===== src/rtl/axonerve_kvs_ctrl_chain.sv =====
// axonerve_kvs_ctrl_chain
//   Kernel control sequencer between the SDx block-level handshake and up to
//   C_NUM_CHANNELS datapath channels. A start request launches every enabled
//   channel with a one-cycle pulse. The per-channel done pulses are combined
//   into one ap_done. The number of cycles spent in RUN is reported.
//
// Build option:
//   AXONERVE_KVS_CTRL_CHAIN_EN  defined   -> ap_ctrl_chain: ap_done is held
//                                            until ap_continue is sampled high
//                               undefined -> ap_ctrl_hs: ap_done is a single
//                                            pulse; ap_continue is unused
//
// Ports:
//   ap_clk       clock, rising edge
//   ap_rst_n     asynchronous active-low reset
//   ap_start     host start request (level), accepted only in IDLE
//   ap_continue  host acknowledge of ap_done (chain build only)
//   ap_idle      block idle
//   ap_ready     one-cycle pulse, start accepted and ch_enable sampled
//   ap_done      all enabled channels finished
//   ch_enable    channel enable mask, sampled when start is accepted
//   ch_start     one-cycle start pulse per enabled channel
//   ch_done      one-cycle done pulse per channel
//   run_cycles   cycles spent in RUN for the last/current run (saturating)
//
// state  | meaning
// -------+-------------------------------------------------------------
// IDLE   | waiting for ap_start; done_r tracks ~ch_enable
// LAUNCH | one cycle: ch_start/ap_ready pulse, run_cycles cleared
// RUN    | collecting ch_done pulses, counting cycles
// DONE   | chain build only: ap_done held until ap_continue

module axonerve_kvs_ctrl_chain #(
  parameter int C_NUM_CHANNELS    = 4,
  parameter int C_CYCLE_CNT_WIDTH = 48
) (
  input  logic                         ap_clk,
  input  logic                         ap_rst_n,
  input  logic                         ap_start,
  input  logic                         ap_continue,
  output logic                         ap_idle,
  output logic                         ap_ready,
  output logic                         ap_done,
  input  logic [C_NUM_CHANNELS-1:0]    ch_enable,
  output logic [C_NUM_CHANNELS-1:0]    ch_start,
  input  logic [C_NUM_CHANNELS-1:0]    ch_done,
  output logic [C_CYCLE_CNT_WIDTH-1:0] run_cycles
);

  localparam logic [1:0] S_IDLE   = 2'd0;
  localparam logic [1:0] S_LAUNCH = 2'd1;
  localparam logic [1:0] S_RUN    = 2'd2;
`ifdef AXONERVE_KVS_CTRL_CHAIN_EN
  localparam logic [1:0] S_DONE   = 2'd3;
`endif

  localparam logic [C_CYCLE_CNT_WIDTH-1:0] CNT_ONE = 1;

  logic [1:0]                state;
  logic [C_NUM_CHANNELS-1:0] en_r;
  logic [C_NUM_CHANNELS-1:0] done_r;
  logic [C_NUM_CHANNELS-1:0] done_next;
  logic                      all_done;

  // Disabled channels are preset as done, so only enabled channels can
  // hold off completion. Pulses from disabled channels are masked here.
  assign done_next = done_r | (ch_done & en_r);
  assign all_done  = &done_next;

`ifndef AXONERVE_KVS_CTRL_CHAIN_EN
  logic unused_continue;
  assign unused_continue = ap_continue;
`endif

  always_ff @(posedge ap_clk or negedge ap_rst_n) begin
    if (!ap_rst_n) begin
      state      <= S_IDLE;
      ap_idle    <= 1'b1;
      ap_ready   <= 1'b0;
      ap_done    <= 1'b0;
      ch_start   <= '0;
      run_cycles <= '0;
      en_r       <= '0;
      done_r     <= '0;
    end else begin
      ap_ready <= 1'b0;
      ch_start <= '0;
`ifndef AXONERVE_KVS_CTRL_CHAIN_EN
      ap_done  <= 1'b0;
`endif
      case (state)
        S_IDLE: begin
          done_r <= ~ch_enable;
          if (ap_start) begin
            en_r       <= ch_enable;
            ch_start   <= ch_enable;
            ap_ready   <= 1'b1;
            ap_idle    <= 1'b0;
            run_cycles <= '0;
            state      <= S_LAUNCH;
          end
        end
        S_LAUNCH: begin
          // ch_done is not looked at here; an empty mask completes at once.
          if (en_r == '0) begin
            ap_done <= 1'b1;
`ifdef AXONERVE_KVS_CTRL_CHAIN_EN
            state   <= S_DONE;
`else
            ap_idle <= 1'b1;
            state   <= S_IDLE;
`endif
          end else begin
            state <= S_RUN;
          end
        end
        S_RUN: begin
          done_r <= done_next;
          if (run_cycles != '1) begin
            run_cycles <= run_cycles + CNT_ONE;
          end
          if (all_done) begin
            ap_done <= 1'b1;
`ifdef AXONERVE_KVS_CTRL_CHAIN_EN
            state   <= S_DONE;
`else
            ap_idle <= 1'b1;
            state   <= S_IDLE;
`endif
          end
        end
`ifdef AXONERVE_KVS_CTRL_CHAIN_EN
        S_DONE: begin
          if (ap_continue) begin
            ap_done <= 1'b0;
            ap_idle <= 1'b1;
            state   <= S_IDLE;
          end
        end
`endif
        default: begin
          state <= S_IDLE;
        end
      endcase
    end
  end

endmodule


===== config.mk =====
export PLATFORM = sky130hd
export DESIGN_NAME = axonerve_kvs_ctrl_chain
export DESIGN_NICKNAME = d
export VERILOG_FILES = /design/src/rtl/axonerve_kvs_ctrl_chain.sv
export SDC_FILE = /design/constraint.sdc
export NUM_CORES = 1
export LEC_CHECK = 0
export BUFFER_PORTS_ARGS = -buffer_cell sky130_fd_sc_hd__buf_4
export CORE_MARGIN = 2
export CORE_UTILIZATION = 60
export CTS_CLUSTER_DIAMETER = 100
export DETAILED_ROUTE_END_ITERATION = 10
export GPL_TIMING_DRIVEN = 1
export PLACE_DENSITY = 0.88
export SKIP_LAST_GASP = 1
export SLEW_MARGIN = 10
export SYNTH_ARGS = -nofsm -noshare
export SYNTH_HDL_FRONTEND = slang
export SYNTH_SLANG_ARGS = --single-unit

===== constraint.sdc =====
create_clock -name ap_clk -period 4.2 [get_ports ap_clk]
set_clock_uncertainty 0.15 [all_clocks]
set_input_delay 0.63 -clock ap_clk [delete_from_list [all_inputs] [get_ports ap_clk]]
set_output_delay 0.63 -clock ap_clk [all_outputs]
set_load 0.03 [all_outputs]

=== Word level (Yosys, flattened, before mapping) ===
Index checks and enable logic that the tools add are counted.

* Flip-flop bits (word level): 65
* Output and inout port bits: 55

* $add $sub $neg: 1
* Equality and inequality tests: 7
* Muxes and demuxes: 19
* Bitwise logic cells: 3
* Reductions and logical operators: 9

{| class="wikitable"
|+ Operators by type and width
! cell !! number
|-
| $mux W48 || 2
|-
| $pmux W48 S2 || 1
|-
| $add A48 B1 Y48 const B || 1
|-
| $ne A48 B48 Y1 const B || 1
|-
| $mux W4 || 2
|-
| $ne A2 B2 Y1 const B || 4
|-
| $pmux W4 S2 || 1
|-
| $reduce_and A4 Y1 || 2
|-
| $mux W1 || 7
|-
| $mux W2 || 3
|-
| $pmux W2 S3 || 1
|-
| $and A4 B4 Y4 || 1
|-
| $logic_not A4 Y1 || 1
|-
| $not A4 Y4 || 1
|-
| $or A4 B4 Y4 || 1
|-
| $reduce_and A2 Y1 || 2
|-
| $pmux W1 S3 || 1
|-
| $reduce_and A3 Y1 || 1
|-
| $reduce_bool A3 Y1 || 1
|-
| $eq A2 B1 Y1 const B || 1
|-
| $eq A2 B2 Y1 const B || 1
|-
| $logic_not A2 Y1 || 1
|-
| $pmux W1 S2 || 1
|-
| $reduce_bool A2 Y1 || 1
|}

=== Depth between registers and ports, before layout ===
* Depth after elaboration: 5
* Gate-level depth with buffers: 10

=== Worst setup path before layout ===
Ideal clock, no wire load.

* Kind: register to register
* From: reg run_cycles[0]
* To: reg run_cycles[34]
* Arrival time: 2.264 ns
* Path slack: 1.689 ns
* Cell stages (with the launch flop): 7
* Buffers on the path: 0
* Period minus slack after synthesis: 2.511 ns
* Cell sequence: dfrtp_1 -> ha_1 -> nand3_4 -> nor4_4 -> nand2_2 -> or4_1 -> o31ai_1

* Cells in the longest elaborated chain, start to end: 3

{| class="wikitable"
|+ RTL lines
! element !! line !! RTL
|-
| from (decl) || 47 || <nowiki>output logic [C_CYCLE_CNT_WIDTH-1:0] run_cycles</nowiki>
|-
| from (signal assigned) || 120 || <nowiki>run_cycles <= run_cycles + CNT_ONE;</nowiki>
|-
| $add A48 B1 Y48 or $ne A48 B48 Y1 (tied branches) || 120, 119 ||
|-
| $mux W48 or $ne A2 B2 Y1 (tied branches) || -- ||
|-
| $pmux W48 S2 or $reduce_and A3 Y1 (tied branches) || -- ||
|}

Parallel ways exist; a longest one is shown, timed or not. The select of a mux whose other input is x is not followed.
A chain may end at the register's enable or synchronous reset.

=== Final worst setup path ===
* From: reg state[0]
* To: reg run_cycles[44]

* Cells in the longest elaborated chain, start to end: 3

{| class="wikitable"
|+ RTL lines
! element !! line !! RTL
|-
| from (decl) || 59 || <nowiki>logic [1:0] state;</nowiki>
|-
| from (signal assigned) || 77 || <nowiki>state <= S_IDLE;</nowiki>
|-
| from (signal assigned) || 100 || <nowiki>state <= S_LAUNCH;</nowiki>
|-
| from (signal assigned) || 111 || <nowiki>state <= S_IDLE;</nowiki>
|-
| $eq A2 B2 Y1 or $logic_not A2 Y1 (tied branches) || 91 || <nowiki>case (state)</nowiki>
|-
| $ne A2 B2 Y1 (no line) or $reduce_bool A2 Y1 (tied branches) || -- ||
|-
| $reduce_and A3 Y1 (no line) || -- ||
|}

Parallel ways exist; a longest one is shown, timed or not.

==> impl_metrics.csv <==
group,metric,value,unit
run_status,status,"complete, no violations",
setup_path,cp_data_arrival_time,3.76,ns
layout,finalNetCount,493,
logic_synthesis,ys_warn_count,0,
sta,rsz0062_at_grt,"false",
floorplanning,fp-row-count,28,
setup_path,worstPathCellList,"inv_1 > ha_1 > clkinv_1 > o21ai_0 > nand2_2 > a21oi_1 > a31oi_1",
cts,clock-sinks,65,
global_route,antenna_found_initial,0,
global_route,grt_usage,30.3,%
setup_path,critPathMaxStageDelay,0.67,ns
routing,postRouteAntennaNets,0,
placed_design,routabilityCongestion,0.846,
layout,synthToLayoutAreaGrowth,20.4,%
sta,hold_viol_final,0,
setup_path,reg2reg_slack,0.49,ns
cts,clk_pin_slew,0.08,ns
floorplanning,start_util,62.0,%
placed_design,port_buffers,65,
pwr,power.total,2.15,mW
cts,cts.repair.resized,0,
sta,setup_viol,0,
logic_synthesis,ys_async_sr_fraction,100,%
sta,fmax,270,MHz
routing,drc_errors,0,
cts,cts_max_level,3,
global_route,grt_pass1_vias,3300,
sta,slew_violations,0,
pwr,p_leak,1.95,nW
setup_path,cp.required,4.25,ns
floorplanning,core_area,0.00589,mm²
logic_synthesis,synth_top_area_share,43.9,%
placed_design,dp.cells,539,
layout,layout-drive-gt1-share,21.0,%
logic_synthesis,netlist_top_cells_area,"dfrtp_1 44%, nand2_1 6.2%, a21oi_1 4.8%",
setup_path,crit_fanout,46,
layout,multiInputGateArea,0.00189,mm²
logic_synthesis,yosysSeqAreaShare,44.6,%
logic_synthesis,syn_area,0.00365,mm²
run,max-cap-violations,0,
setup_path,r2r-end,"run_cycles[44]",
global_route,grt_start_max_net_pins,66,
cts,post_cts_buffers,0,
pwr,power_density,491,mW/mm²
routing,routed_wl,9.69,mm
logic_synthesis,synth-edff-count,0,
logic_synthesis,synth_top_area_cell,"dfrtp_1",
cts,numCtsBuffers,9,
logic_synthesis,syn_nets,432,
layout,regArea,0.00163,mm²
logic_synthesis,ys_top_cells_by_count,"64 x dfrtp_1, 60 x nand2_1, 35 x a21oi_1, 27 x nor2_1, 26 x o21ai_0",
floorplanning,die_w,82.0,µm
setup_path,worstSetupPathType,"register to register",
routing,drt_iter0_drc,410,
setup_path,startpoint_type,"register",
sta,setup_tns,0,ns
routing,via_per_inst,6.49,
routing,wl_per_cell,17.5,µm
logic_synthesis,postSynthCellCount,414,
floorplanning,die_y,82.0,µm
worst_hold_path,min_path_type,"input port to asynchronous set/reset pin",
routing,drt_pass1_iterations,5,
global_route,grt_pass1_wl,15.6,mm
setup_path,crit_buf_inv,2,
sta,slew_headroom,40.0,%
layout,num-fill-cells,445,
sta,worst_slew_pin_slew,0.892,ns
setup_path,slowest_stage,"a21oi_1",
logic_synthesis,yosysUniqueCellTypes,50,
cts,clk_latency,0.34,ns
setup_path,crit_family,"compound AO/OA/AOI/OAI gates",
cts,clockBufferDepth,2,
cts,cts_tree,"yes",
placed_design,hpwl,6.37,mm
logic_synthesis,synthFlopType,"dfrtp_1",
pwr,peakVddDrop,0.477,mV
setup_path,reg2reg_from,"state[0]",
sta,fin_crit,3.71,ns
cts,cts-root-buf,"clkbuf_8",
logic_synthesis,ys_ff_latch,65,
setup_path,critPathCaptureType,"register",
routing,route.vias.total,3601,
global_route,grt_remaining_overflow,0,
logic_synthesis,synth_most_common_cell,"dfrtp_1",
sta,post-route-period-util,88.2,%
setup_path,reg2reg_depth,7,
cts,ctsHoldBuffers,0,
layout,fin_cells,555,
floorplanning,die_area,0.00672,mm²
floorplanning,pin_count,67,
layout,antennaDiodeCount,0,
logic_synthesis,synth.avg_cell_area,8.82,µm²
final cells by class:
class / instances / area share [%]
sequential: 65 / 37.1
clock buffer: 9 / 2.82
timing repair buffer: 68 / 11.6
tap: 75 / 2.14
multi-input combinational: 318 / 43.1
inverter: 13 / 1.11
clock inverter: 7 / 2.16
state kept, by name (all words and copies together) (netlist names):
signal / flops
ap_done: 1
run_cycles: 48
ch_start: 4
ap_ready: 1
state: 2
done_r: 4
en_r: 4
ap_idle: 1
cells by family (layout without fill, tap and decap cells):
| logic type | after synthesis | after routing | share of synthesized area (%) |
|---|---|---|---|
| muxes | 10 | 10 | 2.85 |
| DFF | 65 | 65 | 44.6 |
| AOI/OAI and AO/OA | 104 | 104 | 17.2 |
| adders and majority gates | 6 | 6 | 2.06 |
| and+or+nand+nor | 198 | 198 | 29.8 |
| buffers and inverters | 31 | 97 | 3.53 |
power by group:
group / internal (mW) / switching, mW
combinational: 0.239 / 0.510
sequential: 0.719 / 0.0949
clock: 0.334 / 0.259
total: 1.29 / 0.864
worst reg2reg max path: stages, from the launching register on:
cell,delay (ns)
dfrtp_1,0.43
inv_1,0.12
ha_1,0.66
clkinv_1,0.20
o21ai_0,0.52
nand2_2,0.65
a21oi_1,0.68
a31oi_1,0.16
cell usage in the layout, fill, tap and decap left out, drive strengths merged, types with 9 or more instances in the layout:
master / instances
a21oi: 35
buf: 68
clkbuf: 9
dfrtp: 64
inv: 12
nand2: 62
nand3: 27
nand4: 17
nor2: 27
nor3: 13
nor4: 11
o21ai: 26
routing by layer:
metal | up-vias | track usage (%) | part of all wire, %
li1 | 1646 | - | -
met1 | 1718 | 41.0 | 41
met2 | 210 | 47.9 | 48
met3 | 27 | 5.27 | 8.6
met4 | 0 | 13.3 | 2.0
met5 | - | 0 | 0
stage by stage:
stage	util [%]	hold slack (ns)	worst slack (ns)	area (µm²)
6_report	74.6	0.217	0.494	4390
5_1_grt	74.6	0.297	0.273	4390
4_1_cts	74.6	0.266	0.624	4390
3_5_place_dp	70.9	0.371	0.649	4170
3_3_place_gp	70.9	0.359	0.881	4170
2_1_floorplan	-	0.184	1.69	3650
worst max-delay path by stage:
stage	from	end	slack, ns	cells past startpoint
2_1_floorplan	run_cycles[0]	run_cycles[34]	1.69	6
3_3_place_gp	state[0]	run_cycles[28]	0.88	7
3_5_place_dp	state[0]	run_cycles[44]	0.65	7
4_1_cts	state[0]	run_cycles[44]	0.62	7
5_1_grt	state[0]	run_cycles[44]	0.27	7
6_report	state[0]	run_cycles[44]	0.49	7
No activity file was read; power rests on OpenSTA's default activity.
